File: config.mk
export PLATFORM = sky130hd
export DESIGN_NAME = clock_select_ctrl
export DESIGN_NICKNAME = d
export VERILOG_FILES = /design/src/rtl/clock_select_ctrl.sv
export SDC_FILE = /design/constraint.sdc
export NUM_CORES = 1
export LEC_CHECK = 0
export CORE_ASPECT_RATIO = 0.8
export CORE_UTILIZATION = 60
export DETAILED_ROUTE_END_ITERATION = 12
export PLACE_DENSITY = 0.83
export SLEW_MARGIN = 20
export SYNTH_ARGS = -nofsm -noshare
export SYNTH_HDL_FRONTEND = slang
export SYNTH_SLANG_ARGS = --single-unit
File: constraint.sdc
create_clock -name clk_i -period 2.98 [get_ports clk_i]
set_input_delay 0.596 -clock clk_i [delete_from_list [all_inputs] [get_ports clk_i]]
set_output_delay 0.596 -clock clk_i [all_outputs]
set_load 0.01 [all_outputs]
File: src/rtl/clock_select_ctrl.sv
// clock_select_ctrl: sequences a clock-mux select change and waits for the
// selected domain's reset to cycle low then high, with a per-wait timeout.
module clock_select_ctrl #(
  parameter int TIMEOUT     = 1023,
  parameter int SYNC_STAGES = 2
) (
  input  logic clk_i,
  input  logic rst_i,
  input  logic req_valid_i,
  input  logic req_sel_i,
  output logic req_ready_o,
  output logic select_o,
  output logic select_enable_o,
  input  logic out_rst_n_i,
  output logic cur_sel_o,
  output logic busy_o,
  output logic done_o,
  output logic timeout_err_o
);
  typedef enum logic [2:0] {IDLE, ISSUE, WAIT_LOW, WAIT_HIGH, FINISH} state_t;
  state_t state_q, state_d;
  logic [SYNC_STAGES-1:0] sync_q;
  logic [15:0] cnt_q, cnt_d;
  logic sel_q, sel_d, select_q, select_d, se_q, se_d, cur_q, cur_d, err_q, err_d;
  logic rst_s, accept, waiting, hit, expired;
  assign rst_s    = sync_q[SYNC_STAGES-1];
  assign accept   = req_valid_i && req_ready_o;
  assign waiting  = state_q == WAIT_LOW || state_q == WAIT_HIGH;
  assign hit      = state_q == WAIT_LOW ? !rst_s : rst_s;
  assign expired  = cnt_q == 16'(TIMEOUT - 1);
  assign req_ready_o     = state_q == IDLE && !rst_i;
  assign select_o        = select_q;
  assign select_enable_o = se_q;
  assign cur_sel_o       = cur_q;
  assign busy_o          = state_q != IDLE;
  assign done_o          = state_q == FINISH;
  assign timeout_err_o   = err_q;
  always_comb begin
    state_d = state_q;
    sel_d   = accept ? req_sel_i : sel_q;
    err_d   = accept ? 1'b0 : err_q;
    cur_d   = cur_q;
    case (state_q)
      IDLE:      if (accept) state_d = req_sel_i == cur_q ? FINISH : ISSUE;
      ISSUE:     state_d = WAIT_LOW;
      WAIT_LOW,
      WAIT_HIGH: begin
        // the awaited level wins over an expiring counter on the same cycle
        if (hit) state_d = state_q == WAIT_LOW ? WAIT_HIGH : FINISH;
        else if (expired) begin
          state_d = FINISH;
          err_d   = 1'b1;
        end
      end
      FINISH: begin
        state_d = IDLE;
        cur_d   = sel_q;
      end
      default:   state_d = IDLE;
    endcase
    se_d     = state_d == ISSUE;
    select_d = se_d ? sel_d : select_q;
    cnt_d    = waiting && state_d == state_q ? cnt_q + 16'd1 : '0;
  end
  always_ff @(posedge clk_i or posedge rst_i) begin
    if (rst_i) begin
      state_q  <= IDLE;
      sync_q   <= '1;
      cnt_q    <= '0;
      sel_q    <= 1'b0;
      select_q <= 1'b0;
      se_q     <= 1'b0;
      cur_q    <= 1'b0;
      err_q    <= 1'b0;
    end else begin
      state_q  <= state_d;
      sync_q   <= {sync_q[SYNC_STAGES-2:0], out_rst_n_i};
      cnt_q    <= cnt_d;
      sel_q    <= sel_d;
      select_q <= select_d;
      se_q     <= se_d;
      cur_q    <= cur_d;
      err_q    <= err_d;
    end
  end
endmodule

==> flow_summary_export.csv, run 1 <==
group,metric,value,unit
outcome,run_status,"finished, final reports clean",
cts,path_clk_slew,0.12,ns
sta,worst_hold_slack,0.369,ns
cts,cts.sinks,26,
sta,share_of_the_clock_period_used_by_the_worst_path_after_layout,0.811,
global_routing,antenna_found_initial,0,
power_and_ir_drop,post-layout-total-power,0.000912,W
logic_synthesis,yosys-top-cells-area,"sky130_fd_sc_hd__dfrtp_1 46%, sky130_fd_sc_hd__xor2_1 7.4%, sky130_fd_sc_hd__nor2_1 5.2%",
power_and_ir_drop,powerDensity,624,mW/mm²
die,floorplan.die.height,43.7,µm
logic_synthesis,yosysUniqueCellTypes,36,
sta,layout_setup_ws,0.564,ns
logic_synthesis,synth.avg_cell_area,10.5,µm²
power_and_ir_drop,worst_ir_drop_vdd,0.515,mV
logic_synthesis,part_of_the_yosys_area_used_for_sequential_elements,0.501,
routing,firstDrtPassIters,4,
routing,antenna_left,0,
setup_path,worst_path_largest_cell_delay,0.58,ns
final_layout,nets,144,
setup_path,critical_path.cell_chain,"clkdlybuf4s50_1, nor4_4, clkdlybuf4s50_1",
setup_path,arrival,1.82,ns
final_layout,antenna-diode-count,0,
logic_synthesis,synth.cells.most_frequent,"24 x sky130_fd_sc_hd__dfrtp_1, 18 x sky130_fd_sc_hd__nor2_1, 11 x sky130_fd_sc_hd__xor2_1",
cts,max-clock-path-buffers,2,
sta,maxSlewViolCount,0,
sta,maxClockFrequency,414,MHz
sta,fin_crit,2.42,ns
routing,dr_vias_cell,5.91,
hold_path,min_path_type,"flop to flop",
place,place_worst_setup_slack,0.556,ns
place,detailed_place_hpwl,1700,µm
final_layout,syn2layout_area_growth,12.0,%
sta,report.final.setup_viol,0,
routing,total_vias_in_the_final_route,946,
place,global_placer_s_final_weighted_congestion,0.822,
final_layout,num-fill-cells,136,
setup_path,critical-path-slowest-cell,"sky130_fd_sc_hd__clkdlybuf4s50_1",
logic_synthesis,net_count_after_synthesis,131,
logic_synthesis,edff_count_synth,0,
logic_synthesis,synth_warnings,0,
logic_synthesis,post-synth-top-count-cell,"sky130_fd_sc_hd__dfrtp_1",
global_routing,number_of_global_route_vias_before_repair,849,
global_routing,grt_first_pass_wirelength,3900,µm
setup_path,endpoint_kind,"output port",
cts,clock_latency_on_the_worst_skew_pair,0.32,ns
die,die_footprint,0.00236,mm²
cts,tritoncts.num_buffers,3,
routing,wire_per_inst,14.8,µm
job,cap_viol_max_count,0,
setup_path,timing.critical_path.buf_inv,2,
die,i_o_pin_total,12,
sta,timing_worst_slew_pin_value,0.436,ns
global_routing,fraction_of_met2_tracks_used_by_global_routing,0.291,
die,coreArea,0.00196,mm²
sta,fin_worst_skew,0.00804,ns
routing,drc,0,
die,die_w,54.1,µm
cts,cts.repair.resized,0,
global_routing,total_global_route_track_usage,0.239,
setup_path,crit_top_cell,"sky130_fd_sc_hd__clkdlybuf4s50_1",
cts,postCtsSetupRepairBufs,0,
cts,clock_tree_from_tritoncts,"yes",
sta,slew_headroom,0.705,
routing,drt-total-wl,2370,µm
cts,h-tree-depth,1,
global_routing,grt_use_met3,0.0912,
setup_path,timing.critical_path.fanout_max,3,
sta,timing.setup.tns,0,ns
die,initial_core_util,0.665,
setup_path,critPathLaunchType,"primary input",
global_routing,use_met1,0.386,
cts,cts_hold_buf,0,
logic_synthesis,synth_async_reset_ratio,1.00,
final_layout,layout.core_utilization,0.744,
logic_synthesis,yosys_most_used_dff,"sky130_fd_sc_hd__dfrtp_1",
final_layout,layout-drive-gt1-share,0.125,
setup_path,worst_path_dominant_cell_family,"buffers and inverters",
place,buffer_ports.inserted,11,
routing,drt_iter0_markers,26,
logic_synthesis,syn_inst,124,
logic_synthesis,synth_largest_area_cell,"sky130_fd_sc_hd__dfrtp_1",
cts,cts_root_buffer,"sky130_fd_sc_hd__clkbuf_4",
global_routing,grt.overflow.total,0,
setup_path,timing_worst_setup_path_type,"primary input to output port",
power_and_ir_drop,p_leak,0.620,nW
logic_synthesis,yosys.area.top_type_share,0.461,
setup_path,crit_required,2.38,ns
sta,hold_violations,0,
sta,grt_setup_unrepaired,"no",
logic_synthesis,yosys_register_bits,26,
die,fp-row-count,14,
logic_synthesis,post_synth_instance_area,0.00130,mm²
global_routing,grt.busiest_layer,"met1",
global_routing,maximum_number_of_pins_on_one_net_before_global_route_repair,27,
==> power breakdown <==
| group | internal (W) | switching, W |
|---|---|---|
| clock | 0.0000747 | 0.0000977 |
| sequential | 0.000402 | 0.0000724 |
| combinational | 0.000131 | 0.000134 |
==> cells by family after synthesis <==
family | Yosys count | share of synthesized area
flip-flops | 26 | 0.501
AO/OA/AOI/OAI | 10 | 0.0538
buffers and inverters | 9 | 0.0355
AND/OR/NAND/NOR | 59 | 0.264
adder cells (fa/ha/maj) | 3 | 0.0278
multiplexers | 2 | 0.0173
XOR/XNOR | 15 | 0.101
==> layer usage <==
metal	vias up	share of wire
met2	36	0.41
met4	0	0.0080
met5	-	0
li1	464	-
met1	440	0.52
met3	6	0.063
==> registers in the layout, summed over array words and instances (netlist names) <==
name	count
cur_sel_o	1
sync_q	2
timeout_err_o	1
select_enable_o	1
select_o	1
sel_q	1
state_q	3
cnt_q	16
==> final cells by class <==
cell class	count	area [µm²]	share of cell area
well taps	24	30.0	0.0206
clock buffers	4	36.3	0.0249
multi-input cells	89	604	0.414
flip-flops and latches	26	653	0.447
repair buffers	12	118	0.0805
inverters	5	18.8	0.0129
==> through the flow <==
step | area (µm²) | cells
after global routing | 1460 | 160
after floorplan | 1300 | 124
final | 1460 | 160
after global placement | 1420 | 156
after CTS | 1460 | 160
after detailed placement | 1420 | 156
==> worst paths after layout <==
path / cells after the start / slack [ns] / end / from
min: 0 / 0.37 / sync_q[1] / sync_q[0]
max in group asynchronous: 3 / 1.99 / sync_q[1] / rst_i
min in group asynchronous: 3 / 0.68 / state_q[1] / rst_i
max: 3 / 0.56 / req_ready_o / rst_i
max reg2reg: 6 / 1.12 / cnt_q[8] / cnt_q[0]
min reg2reg: 0 / 0.37 / sync_q[1] / sync_q[0]
==> placed cells by master, fill, tap and decap left out, types with 2 or more instances in the layout <==
master,count
sky130_fd_sc_hd__and4_4,2
sky130_fd_sc_hd__nand3_1,9
sky130_fd_sc_hd__nand4_1,7
sky130_fd_sc_hd__and4_1,3
sky130_fd_sc_hd__ha_1,2
sky130_fd_sc_hd__clkdlybuf4s50_1,11
sky130_fd_sc_hd__inv_1,5
sky130_fd_sc_hd__and3_1,3
sky130_fd_sc_hd__xnor2_1,4
sky130_fd_sc_hd__a31o_2,2
sky130_fd_sc_hd__o21ai_0,2
sky130_fd_sc_hd__a21oi_1,2
sky130_fd_sc_hd__mux2_2,2
sky130_fd_sc_hd__dfrtp_1,24
sky130_fd_sc_hd__nor3b_1,2
sky130_fd_sc_hd__nor3_1,3
sky130_fd_sc_hd__clkbuf_4,3
sky130_fd_sc_hd__and2_1,2
sky130_fd_sc_hd__xor2_1,11
sky130_fd_sc_hd__nand2_1,3
sky130_fd_sc_hd__dfstp_2,2
sky130_fd_sc_hd__nor2_1,18
Power figures use the tool's default switching activity.
==> run 2, diff against run 1 <==
- CORE_UTILIZATION: 60 -> 50
- PLACE_DENSITY: 0.83 -> 0.74
- clock period: 2.98 -> 1.9 ns (I/O delays scaled with it)
==> run 2 against run 1 <==
Effect of this change:
- sequential share of layout area decreased by 2.4 points
- largest cell class unchanged
- clock power grew 120%
- critical endpoint is now busy_o
- sequential cell count is the same
- sequential power grew 53%
- die area grew 19%
- cell area is 6.3% higher
==> flow_summary_export.csv, run 2 (same netlist as run 1, synthesis figures left out) <==
group,metric,value,unit
global_routing,antenna_found_initial,0,
job,cap_viol_max_count,0,
cts,clock_latency_on_the_worst_skew_pair,0.33,ns
cts,cts.sinks,26,
cts,h-tree-depth,1,
final_layout,largest_register_ffs,16,
sta,hold_violations,0,
sta,fin_worst_skew,0.00602,ns
sta,slew_headroom,0.731,
final_layout,layout.cells.most_common,"sky130_fd_sc_hd__dfrtp_1",
power_and_ir_drop,net-switching-power,0.000523,W
hold_path,min_path_type,"flop to flop",
place,global_placer_s_final_weighted_congestion,0.745,
power_and_ir_drop,internal_power,0.00110,W
routing,drt-total-wl,2610,µm
setup_path,critical_path.cell_chain,"or3_1, dlygate4sd2_1",
global_routing,grt.overflow.total,0,
global_routing,grt_first_pass_wirelength,3840,µm
cts,clock_tree_from_tritoncts,"yes",
cts,path_clk_slew,0.14,ns
final_layout,nets,150,
power_and_ir_drop,worst_ir_drop_vdd,0.494,mV
power_and_ir_drop,comb_power_share,0.321,
setup_path,endpoint_kind,"output port",
final_layout,multi_input_comb_area,623,µm²
routing,drt_iter0_markers,23,
setup_path,timing.critical_path.fanout_max,3,
place,place_worst_setup_slack,-0.0761,ns
die,die_footprint,0.00282,mm²
final_layout,antenna-diode-count,0,
die,i_o_pin_total,12,
sta,fin_crit,1.86,ns
power_and_ir_drop,power_switching_share,0.322,
sta,report.final.setup_viol,0,
setup_path,timing_worst_setup_path_type,"flop to output port",
final_layout,post_route_non_filler_standard_cell_count,178,
place,dp.cells,171,
cts,max-clock-path-buffers,2,
setup_path,worst_path_largest_cell_delay,0.46,ns
sta,maxSlewViolCount,0,
final_layout,syn2layout_area_growth,19.0,%
routing,total_vias_in_the_final_route,972,
routing,antenna_left,0,
die,initial_core_util,0.529,
routing,firstDrtPassIters,4,
place,dpl_cell_area,0.00146,mm²
final_layout,sequential_cell_area,657,µm²
die,coreArea,0.00246,mm²
place,buffer_ports.inserted,11,
power_and_ir_drop,proportion_of_power_drawn_by_the_clock_network,0.233,
global_routing,number_of_global_route_vias_before_repair,846,
setup_path,crit_required,1.52,ns
routing,dr_vias_cell,5.46,
setup_path,critPathLaunchType,"flop",
cts,tritoncts.num_buffers,3,
global_routing,maximum_number_of_pins_on_one_net_before_global_route_repair,27,
final_layout,largest_register_by_flop_count,"cnt_q",
setup_path,timing.critical_path.buf_inv,1,
sta,timing_worst_slew_pin_value,0.399,ns
cts,cts_root_buffer,"sky130_fd_sc_hd__clkbuf_4",
final_layout,layout-drive-gt1-share,0.204,
global_routing,total_global_route_track_usage,0.190,
sta,maxClockFrequency,537,MHz
sta,worst_hold_slack,0.371,ns
outcome,run_status,"finished, final reports clean",
power_and_ir_drop,power.sequential.fraction,0.446,
power_and_ir_drop,p_leak,0.665,nW
die,floorplan.die.height,47.7,µm
setup_path,arrival,1.48,ns
sta,layout_setup_ws,0.0361,ns
sta,share_of_the_clock_period_used_by_the_worst_path_after_layout,0.981,
place,detailed_place_hpwl,1760,µm
die,die_w,59.1,µm
final_layout,layout_common_cells,"21 x sky130_fd_sc_hd__dfrtp_1, 18 x sky130_fd_sc_hd__nor2_1, 11 x sky130_fd_sc_hd__xor2_1",
final_layout,design_area,0.00155,mm²
final_layout,num-fill-cells,208,
power_and_ir_drop,powerDensity,1050,mW/mm²
setup_path,critical-path-slowest-cell,"sky130_fd_sc_hd__dfrtp_2",
die,fp-row-count,16,
routing,drc,0,
setup_path,worst_path_dominant_cell_family,"flip-flops",
routing,wire_per_inst,14.7,µm
final_layout,largest_registers_ranked_by_flip_flop_count,"cnt_q (16), state_q (3), sync_q (2)",
[run 2: cell types whose count changed in the layout (fill, tap and decap cells not counted), sizes merged]
cell	delta
buf	+6
bufinv	+1
clkdlybuf4s50	-3
dlygate4sd2	+2
[run 2: path summary, 6_finish.rpt]
kind	depth (start not counted)	startpoint	endpoint	slack, ns
setup reg to reg	5	cnt_q[1]	state_q[0]	0.28
min in group asynchronous	3	rst_i	cnt_q[14]	0.47
setup / recovery	2	state_q[0]	busy_o	0.04
max in group asynchronous	3	rst_i	sync_q[0]	1.13
hold reg to reg	0	sync_q[0]	sync_q[1]	0.37
hold / removal	0	sync_q[0]	sync_q[1]	0.37
[run 2: cell type report]
cell class,instances,share of cell area
Clock buffer,3,0.0145
Clock inverter,1,0.0194
Inverter,5,0.0121
Multi-Input combinational cell,89,0.402
Sequential cell,26,0.423
Tap cell,36,0.0290
Timing Repair Buffer,18,0.100
[run 2: stage by stage]
step	total power [W]	utilization	TNS, ns
after floorplan	0.00102	-	0
after global routing	0.00171	0.630	-0.0128
after detailed placement	0.00121	0.593	-0.0761
final	0.00162	0.630	0
after CTS	0.00161	0.627	0
after global placement	0.00119	0.593	-0.0446
[run 2: routing by layer]
| layer | GRT usage | routed length (µm) | vias up |
|---|---|---|---|
| met3 | 0.0486 | 86 | 4 |
| met2 | 0.300 | 1180 | 14 |
| met4 | 0.0571 | 30 | 0 |
| met1 | 0.265 | 1310 | 479 |
| li1 | - | - | 475 |
| met5 | 0 | 0 | - |
[run 2: power by group through the flow]
stage,clock (W),sequential [W],combinational (W)
global route,0.000399,0.000734,0.000576
global placement,0,0.000728,0.000458
CTS,0.000389,0.000716,0.000504
detailed placement,0,0.000736,0.000471
finish,0.000378,0.000725,0.000521
floorplan,0,0.000722,0.000294
[run 2: timing repair]
action                     CTS  global route
setup endpoints to repair    3            18
hold buffers                 0             0
gates resized for setup      8             3
buffers inserted             3             0
